### src/rtl/button_event_debouncer_if.sv
// Button debouncer signal bundle.
// master drives raw buttons, slave returns debounced events.
interface button_event_debouncer_if #(
  parameter int CHANNELS = 4
);
  logic [CHANNELS-1:0] btn_i;
  logic [CHANNELS-1:0] level_o;
  logic [CHANNELS-1:0] press_o;
  logic [CHANNELS-1:0] release_o;
  logic [CHANNELS-1:0] repeat_o;
  logic                any_press_o;

  modport master (
    output btn_i,
    input  level_o,
    input  press_o,
    input  release_o,
    input  repeat_o,
    input  any_press_o
  );

  modport slave (
    input  btn_i,
    output level_o,
    output press_o,
    output release_o,
    output repeat_o,
    output any_press_o
  );
endinterface

### src/rtl/button_event_debouncer.sv
// Multi-channel button debouncer with press/release
// pulses and optional auto-repeat while held.
module button_event_debouncer #(
  parameter int CHANNELS        = 4,
  parameter int DEBOUNCE_CYCLES = 65536,
  parameter int REPEAT_DELAY    = 0,
  parameter int REPEAT_PERIOD   = 0,
  parameter bit ACTIVE_LOW      = 1'b0
) (
  input logic clk,
  input logic rst,
  button_event_debouncer_if.slave bus
);

  localparam int DW = $clog2(DEBOUNCE_CYCLES);
  localparam int RMAX = (REPEAT_DELAY > REPEAT_PERIOD) ?
                        REPEAT_DELAY : REPEAT_PERIOD;
  localparam int RW = (RMAX > 2) ? $clog2(RMAX) : 1;

  localparam logic [DW-1:0] DB_LAST = DW'(DEBOUNCE_CYCLES - 1);
  localparam logic [RW-1:0] RD_LAST = RW'(REPEAT_DELAY - 1);
  localparam logic [RW-1:0] RP_LAST = RW'(REPEAT_PERIOD - 1);

  typedef enum logic [1:0] {
    IDLE,
    PRESS_WAIT,
    HELD,
    RELEASE_WAIT
  } state_e;

  logic [CHANNELS-1:0] sync1_q = '0;
  logic [CHANNELS-1:0] sync2_q = '0;
  logic [CHANNELS-1:0] press_nx;
  logic [CHANNELS-1:0] level_v;
  logic [CHANNELS-1:0] press_v;
  logic [CHANNELS-1:0] rel_v;
  logic [CHANNELS-1:0] rpt_v;
  logic                any_press_q = 1'b0;

  always_ff @(posedge clk) begin
    if (rst) begin
      sync1_q <= '0;
      sync2_q <= '0;
      any_press_q <= 1'b0;
    end else begin
      sync1_q <= bus.btn_i ^ {CHANNELS{ACTIVE_LOW}};
      sync2_q <= sync1_q;
      any_press_q <= |press_nx;
    end
  end

  for (genvar i = 0; i < CHANNELS; i++) begin : g_ch
    state_e          st_q       = IDLE;
    logic [DW-1:0]   db_q       = '0;
    logic [RW-1:0]   rc_q       = '0;
    logic            periodic_q = 1'b0;
    logic            lvl_q      = 1'b0;
    logic            prs_q      = 1'b0;
    logic            rel_q      = 1'b0;
    logic            rpt_q      = 1'b0;
    logic            s;
    logic            db_done;
    logic            rpt_hit;
    logic            rc_run;

    assign s       = sync2_q[i];
    assign db_done = (db_q == DB_LAST);

    // After the first repeat the period limit applies;
    // a zero period means the first repeat was the only one.
    always_comb begin
      rpt_hit = 1'b0;
      rc_run  = 1'b0;
      if (REPEAT_DELAY > 0) begin
        if (!periodic_q) begin
          rpt_hit = (rc_q == RD_LAST);
          rc_run  = 1'b1;
        end else if (REPEAT_PERIOD > 0) begin
          rpt_hit = (rc_q == RP_LAST);
          rc_run  = 1'b1;
        end
      end
    end

    assign press_nx[i] = (st_q == PRESS_WAIT) && s && db_done;

    always_ff @(posedge clk) begin
      if (rst) begin
        st_q       <= IDLE;
        db_q       <= '0;
        rc_q       <= '0;
        periodic_q <= 1'b0;
        lvl_q      <= 1'b0;
        prs_q      <= 1'b0;
        rel_q      <= 1'b0;
        rpt_q      <= 1'b0;
      end else begin
        prs_q <= 1'b0;
        rel_q <= 1'b0;
        rpt_q <= 1'b0;
        case (st_q)
          IDLE: begin
            if (s) begin
              st_q <= PRESS_WAIT;
              db_q <= '0;
            end
          end
          PRESS_WAIT: begin
            if (!s) begin
              st_q <= IDLE;
              db_q <= '0;
            end else if (db_done) begin
              st_q       <= HELD;
              prs_q      <= 1'b1;
              lvl_q      <= 1'b1;
              rc_q       <= '0;
              periodic_q <= 1'b0;
            end else begin
              db_q <= db_q + 1'b1;
            end
          end
          HELD: begin
            if (!s) begin
              st_q <= RELEASE_WAIT;
              db_q <= '0;
            end else if (rpt_hit) begin
              rpt_q      <= 1'b1;
              rc_q       <= '0;
              periodic_q <= 1'b1;
            end else if (rc_run) begin
              rc_q <= rc_q + 1'b1;
            end
          end
          RELEASE_WAIT: begin
            if (s) begin
              st_q <= HELD;
              db_q <= '0;
            end else if (db_done) begin
              st_q  <= IDLE;
              rel_q <= 1'b1;
              lvl_q <= 1'b0;
            end else begin
              db_q <= db_q + 1'b1;
            end
          end
          default: st_q <= IDLE;
        endcase
      end
    end

    assign level_v[i] = lvl_q;
    assign press_v[i] = prs_q;
    assign rel_v[i]   = rel_q;
    assign rpt_v[i]   = rpt_q;
  end

  assign bus.level_o     = level_v;
  assign bus.press_o     = press_v;
  assign bus.release_o   = rel_v;
  assign bus.repeat_o    = rpt_v;
  assign bus.any_press_o = any_press_q;

endmodule

### src/flat_wrapper.sv
// flat-port wrapper written by rule: the top's interface ports become plain ports
module button_event_debouncer_flat 
#(
  parameter int CHANNELS        = 4,
  parameter int DEBOUNCE_CYCLES = 65536,
  parameter int REPEAT_DELAY    = 0,
  parameter int REPEAT_PERIOD   = 0,
  parameter bit ACTIVE_LOW      = 1'b0
)
  (clk, rst, bus_btn_i, bus_level_o, bus_press_o, bus_release_o, bus_repeat_o, bus_any_press_o);
  button_event_debouncer_if #(.CHANNELS(CHANNELS)) bus_i ();
  input logic clk;
  input logic rst;
  input wire logic [$bits(bus_i.btn_i)-1:0] bus_btn_i;
  output wire logic [$bits(bus_i.level_o)-1:0] bus_level_o;
  output wire logic [$bits(bus_i.press_o)-1:0] bus_press_o;
  output wire logic [$bits(bus_i.release_o)-1:0] bus_release_o;
  output wire logic [$bits(bus_i.repeat_o)-1:0] bus_repeat_o;
  output wire logic [$bits(bus_i.any_press_o)-1:0] bus_any_press_o;
  assign bus_i.btn_i = bus_btn_i;
  assign bus_level_o = bus_i.level_o;
  assign bus_press_o = bus_i.press_o;
  assign bus_release_o = bus_i.release_o;
  assign bus_repeat_o = bus_i.repeat_o;
  assign bus_any_press_o = bus_i.any_press_o;
  button_event_debouncer #(.CHANNELS(CHANNELS), .DEBOUNCE_CYCLES(DEBOUNCE_CYCLES), .REPEAT_DELAY(REPEAT_DELAY), .REPEAT_PERIOD(REPEAT_PERIOD), .ACTIVE_LOW(ACTIVE_LOW)) u_core (.clk(clk), .rst(rst), .bus(bus_i));
endmodule
### config.mk
export PLATFORM = sky130hd
export DESIGN_NAME = button_event_debouncer_flat
export DESIGN_NICKNAME = d
export VERILOG_FILES = /design/src/rtl/button_event_debouncer_if.sv /design/src/rtl/button_event_debouncer.sv /design/src/flat_wrapper.sv
export SDC_FILE = /design/constraint.sdc
export NUM_CORES = 1
export LEC_CHECK = 0
export ABC_AREA = 0
export CAP_MARGIN = 0
export CORE_ASPECT_RATIO = 1.5
export CORE_MARGIN = 8
export CORE_UTILIZATION = 45
export DETAILED_ROUTE_END_ITERATION = 16
export GPL_ROUTABILITY_DRIVEN = 0
export SLEW_MARGIN = 20
export SYNTH_ARGS = -nofsm -noshare
export SYNTH_HDL_FRONTEND = slang
export SYNTH_SLANG_ARGS = --single-unit
### constraint.sdc
create_clock -name clk -period 3.35 [get_ports clk]
set_input_delay 0.335 -clock clk [delete_from_list [all_inputs] [get_ports clk]]
set_output_delay 0.335 -clock clk [all_outputs]
set_load 0.03 [all_outputs]
==> run summary, run 1 <==
status = finished clean
Final Cycle Share = 61.90%
Ports = 23
RSZ-0062 raised after global routing = false
CTS buffer count = 9
clk_lat worst skew = 340 ps
layout cell share with drive strength beyond 1 = 6.607%
Antenna Cells = 0
root buf cell = clkbuf_16
Site Rows = 45
Hold WS = 390.1 ps
PortBufs = 18
Final Instance Area = 0.005085 mm^2
Mapped Area = 0.004634 mm^2
fill cell count = 963
die height = 140.3 um
logic gate share of total power = 3.7%
placed cell count = 661
fin nets = 565
Non-Filler Instances = 677
placed cell areas = 0.004781 mm^2
Finished Core Util = 50.45%
Avg Vias per Cell = 5.833
Yosys warning total = 0
CTS sink cnt = 93
post-CTS resize count = 0
WP data required = 3580 ps
Max-slew headroom = 53.37%
worst-path fanout max = 11
CP arrival = 2310 ps
Cell Chain, Critical Path = xnor2_1, nor2_1, nor2_1, nor2_1, mux2_1
die area = 0.01387 mm^2
Sw Pwr = 477.4 uW
H-tree depth = 3
TritonCTS clock tree = built
Static Leak = 1.680 nW
nature of the critical path startpoint = flop
cell internal pwr = 1.763 mW
number of global-route vias before repair = 3788
Max Root-Sink Buffers = 2
max-cap violations = 0
CP max-delay cell = nor2_1
Slew @ Worst Pin = 697.0 ps
EDFF count, synth = 0
critical setup path kind = reg -> reg
Crit. End Element = flop
Post-CTS Hold Fix Bufs = 0
fin crit period = 2074 ps
Flop pwr share = 50.2%
area grow syn2layout = 9.719%
Pre-antenna DRT Iters = 5
Synth Instances = 556
Crit path top cell by count = nor2_1
Layout Skew = 7.858 ps
GR Overflow Total = 0
first-pass GRT wire length = 17.27 mm
Min-Delay Path Class = in -> reg
total number of vias = 3949
clock power share = 46.0%
Initial Utilization = 45.98%
Crit path largest cell delay = 550 ps
largest net degree at the start of global routing = 46
post-synthesis sequential area ratio = 40.17%
chip width = 98.86 um
Mapped Avg Cell Area = 8.335 um^2
switching share of power = 21.31%
synthesized flop and latch total = 93
Setup Buffers After CTS = 0
commonest register cell after synthesis = dfxtp_1
initial antenna violation count = 0
library cells used by synthesis = 66
Setup Viol. Count Final = 0
HPWL Detailed = 7.301 mm
GRT Total Usage = 15.00%
Async S/R FF share, synth = 0%
Routed Antenna Nets = 0
average wire per standard cell = 14.94 um
max frequency = 482.2 MHz
Post-Route WL = 10.12 mm
Clock Pin Slew Worst Setup and Hold Paths = 60 ps
final hold violations = 0
setup_tns = 0 ps
Iteration-0 DRC Markers = 173
Sequential Area = 0.001862 mm^2
multi-input logic area = 0.002537 mm^2
number of remaining DRC errors = 0
core footprint = 0.01008 mm^2
Final Max Tran Viols = 0
PD cells = 440.5 mW/mm^2
peak supply drop = 0.2777 mV
==> cell usage in the layout (no fill, tap or decap), types with 11 or more instances in the layout <==
master / count
a31oi_1: 11
a21oi_1: 32
nor3_1: 21
o21ai_0: 27
dfxtp_1: 93
a211oi_1: 12
nor2_1: 66
clkdlybuf4s50_1: 17
nand2_1: 41
nand3_1: 24
nand4_1: 22
nor2b_1: 14
xnor2_1: 21
inv_1: 12
==> area by class of cell <==
class | count | share of cell area [%]
inverter | 12 | 0.8858
timing repair buffer | 20 | 3.740
clock inverter | 3 | 0.8612
tap | 117 | 2.879
clock buffer | 13 | 5.118
sequential | 93 | 36.61
multi-input combinational | 419 | 49.90
==> registers in the layout, indices dropped and copies added (netlist names), named ones only <==
register	cells
u_core.g_ch.lvl_q	4
u_core.g_ch.st_q	4
u_core.g_ch.rel_q	4
u_core.bus.any_press_o	1
u_core.g_ch.db_q	64
u_core.g_ch.prs_q	4
u_core.sync1_q	4
u_core.sync2_q	4
==> Yosys cell counts, drive strengths merged (4+ instances only) <==
library cell / n / area, um^2
a211oi: 12 / 90.09
a21oi: 32 / 160.2
a31oi: 11 / 68.82
and3: 10 / 62.56
and4: 4 / 35.03
buf: 18 / 136.4
clkbuf: 17 / 65.06
dfxtp: 93 / 1862
ha: 4 / 50.05
inv: 12 / 45.04
mux2i: 5 / 50.05
nand2: 41 / 153.9
nand2b: 8 / 50.05
nand3: 25 / 130.1
nand4: 23 / 150.1
nor2: 67 / 254.0
nor2b: 14 / 87.58
nor3: 22 / 115.1
nor4: 7 / 65.06
nor4b: 5 / 50.04
o2111ai: 6 / 52.55
o21ai: 27 / 135.1
o21bai: 4 / 30.03
or2: 6 / 37.54
or3: 6 / 37.54
xnor2: 21 / 183.9
xor2: 10 / 87.58
==> power groups by stage <==
stage	logic, mW	clock network (mW)	registers [mW]
floorplan	0.0692	0	1.15
global placement	0.0837	0	1.15
detailed placement	0.0838	0	1.15
CTS	0.0840	1.06	1.12
global route	0.0921	1.11	1.13
finish	0.0831	1.03	1.13
==> logic make-up (layout without fill, tap and decap cells) <==
logic type / count (synthesis) / count (layout) / share of synthesized area (%)
fa+ha+maj: 4 / 4 / 1.080
buf+inv: 47 / 48 / 5.318
compound gates: 117 / 117 / 16.17
xor+xnor: 31 / 31 / 5.859
flops: 93 / 93 / 40.17
mux: 8 / 8 / 1.809
simple gates: 255 / 255 / 29.51
other cells: 1 / 4 / 0.08092
==> routing by layer <==
metal  track usage (%)  vias to the layer above  wire [um]
li1                  -                     1999          -
met1             16.85                     1850       4413
met2             26.32                       74       5151
met3             3.125                       26        312
met4             6.824                        0        238
met5                 0                        -          0
==> path summary, 6_finish.rpt <==
path / slack, ps / startpoint / cells past startpoint / end
worst max-delay path: 1280 / flop / 5 / u_core.g_ch[0].db_q[11]
worst min-delay path: 390 / rst / 2 / u_core.sync2_q[2]
worst max register to register: 1280 / flop / 5 / u_core.g_ch[0].db_q[11]
worst min register to register: 440 / u_core.sync1_q[2] / 1 / u_core.sync2_q[2]
==> critical path, delay by kind of cell (launching register included) <==
family	cells	cell delay, ps
mux	1	300
flops	1	350
xor+xnor	1	520
simple gates	3	790
==> stage by stage <==
stage	power, mW	worst slack (ps)
after global routing	2.325	1073
after CTS	2.270	1258
after floorplan	1.216	1446
after global placement	1.234	1293
final	2.240	1276
after detailed placement	1.234	1265
Power figures use the tool's default switching activity.
==> run 2, diff against run 1 <==
- clock period: 3.35 -> 1.9 ns (I/O delays scaled with it)
==> run summary, run 2 (synthesized netlist as in run 1, its figures left out) <==
Final Max Tran Viols = 0 (unchanged)
Static Leak = 1.880 nW (+12%)
Crit. End Element = flop
Hold WS = 216.2 ps (-173.9 ps)
number of global-route vias before repair = 3976 (+5.0%)
Slew @ Worst Pin = 563.1 ps (-133.9 ps)
initial antenna violation count = 0 (unchanged)
fin crit period = 1871 ps (-202.5 ps)
layout cell share with drive strength beyond 1 = 13.74% (+7.1 points)
CTS buffer count = 9 (unchanged)
Finished Core Util = 54.10% (+3.6 points)
commonest non-fill, non-tap cells in the layout = dfxtp_1, nor2_1, nand2_1
average wire per standard cell = 15.02 um (+0.49%)
final hold violations = 0 (unchanged)
FF-to-FF Start = u_core.g_ch[0].db_q[0]
PD cells = 771.9 mW/mm^2 (+75%)
Cell Chain, Critical Path = ha_4, inv_1, or4_2, o2111ai_1, xor2_1, nor2_1
Pwr Total = 4.209 mW (+88%)
Iteration-0 DRC Markers = 188 (+8.7%)
clk_lat worst skew = 350 ps (about the same)
critical path depth = 6 (+1)
chip width = 98.86 um (unchanged)
Final WS setup = 28.72 ps (-1247 ps)
die area = 0.01387 mm^2 (unchanged)
max frequency = 534.4 MHz (+11%)
GR Overflow Total = 0 (unchanged)
max-cap violations = 0 (unchanged)
commonest non-fill, non-tap cell in the layout = dfxtp_1
Clock Pin Slew Worst Setup and Hold Paths = 70 ps (about the same)
Crit path largest cell delay = 740 ps (+190 ps)
GRT Total Usage = 15.75% (+0.76 points)
Max Root-Sink Buffers = 2 (unchanged)
largest net degree at the start of global routing = 40 (-13%)
area grow syn2layout = 17.66%
first-pass GRT wire length = 18.13 mm (+5.0%)
number of remaining DRC errors = 0 (unchanged)
Final Cycle Share = 98.49% (+37 points)
Layout Skew = 6.709 ps (-1.148 ps)
peak supply drop = 0.5186 mV (+87%)
CTS sink cnt = 93 (unchanged)
CP arrival = 2120 ps (-190 ps)
root buf cell = clkbuf_16
Max-slew headroom = 62.19% (+8.8 points)
fill cell count = 937 (-2.7%)
Routed Antenna Nets = 0 (unchanged)
TritonCTS clock tree = built
Reg with most FFs = u_core.g_ch.db_q
Initial Utilization = 45.98% (unchanged)
hold path start = rst
worst-path fanout max = 5 (-6)
r2r worst-path depth = 6 (+1)
HPWL Detailed = 7.731 mm (+5.9%)
die height = 140.3 um (unchanged)
CP max-delay cell = or4_2
pre-CTS WS = 15.16 ps (-1250 ps)
max reg flops = 64 (unchanged)
WP data required = 2140 ps (-1440 ps)
Ports = 23 (unchanged)
core footprint = 0.01008 mm^2 (unchanged)
total number of vias = 4144 (+4.9%)
nature of the critical path startpoint = flop
PortBufs = 18 (unchanged)
critical setup path kind = reg -> reg
crit path from = u_core.g_ch[0].db_q[0]
Avg Vias per Cell = 5.804 (-0.50%)
Crit path max-delay family = simple AND/OR/NAND/NOR gates
RSZ-0062 raised after global routing = true
Min-Delay Path Class = in -> reg
status = finished clean
H-tree depth = 3 (unchanged)
Antenna Cells = 0 (unchanged)
Worst Hold Depth = 2 (unchanged)
fin nets = 602 (+6.5%)
Setup Viol. Count Final = 0 (unchanged)
Post-Route WL = 10.72 mm (+6.0%)
Pre-antenna DRT Iters = 4 (-1)
WP buf/inv = 1 (+1)
Site Rows = 45 (unchanged)
## run 2: cell types whose count changed in the layout (fill, tap and decap cells not counted), sizes merged
cell | before | now
or4 | 3 | 4
bufinv | 1 | 3
clkdlybuf4s15 | 0 | 1
clkinvlp | 0 | 1
buf | 3 | 38
clkbuf | 13 | 10
## run 2: worst paths after layout
path | slack [ps] | to
worst max-delay path | 30 | u_core.g_ch[0].db_q[3]
worst min-delay path | 220 | flop
worst max register to register | 30 | u_core.g_ch[0].db_q[3]
worst min register to register | 440 | u_core.sync2_q[2]
## run 2: power by group
| part | total, mW | internal [mW] | switching (mW) |
|---|---|---|---|
| Clock | 2.05 | 1.29 | 0.768 |
| Combinational | 0.172 | 0.0649 | 0.107 |
| Sequential | 1.98 | 1.97 | 0.0176 |
| Total | 4.21 | 3.32 | 0.893 |
## run 2: what timing repair did
action	4_1_cts	5_1_grt
hold buffers	0	0
setup buffers	0	1
pin swaps	1	3
cloned	0	2
endpoints found under the hold margin	0	0
setup endpoints to repair	1	23
resized for setup	0	6
## run 2: area by class of cell
class / instances / area (um^2) / share of cell area (%)
Sequential cell: 93 / 1868 / 34.26
Timing Repair Buffer: 56 / 476.7 / 8.743
Inverter: 12 / 45.04 / 0.8261
Clock buffer: 10 / 229.0 / 4.199
Clock inverter: 6 / 111.4 / 2.042
Tap cell: 117 / 146.4 / 2.685
Multi-Input combinational cell: 420 / 2576 / 47.25
## run 2: metal layers
metal  vias to the layer above  routed length, um  GRT usage (%)
li1                       2084                  -              -
met5                         -                  0              0
met3                        24                356          2.679
met4                         0                291          8.205
met2                        79               5396          27.61
met1                      1957               4677          17.72
## run 2: through the flow
stage | instance area [um^2] | cells | setup TNS [ps]
after floorplan | 4651 | 559 | 0
after detailed placement | 5054 | 695 | 0
after CTS | 5394 | 711 | 0
after global routing | 5453 | 714 | -137.7
final | 5453 | 714 | 0
after global placement | 5054 | 695 | 0
## run 2: worst reg2reg max path, delay by kind of cell (launching register included)
kind                       cells  cell delay [ps]
DFF                            1              370
AOI/OAI and AO/OA              1              250
and+or+nand+nor                2              790
xor gates and xnor gates       1              160
adders and majority gates      1              140
buffers and inverters          1               60
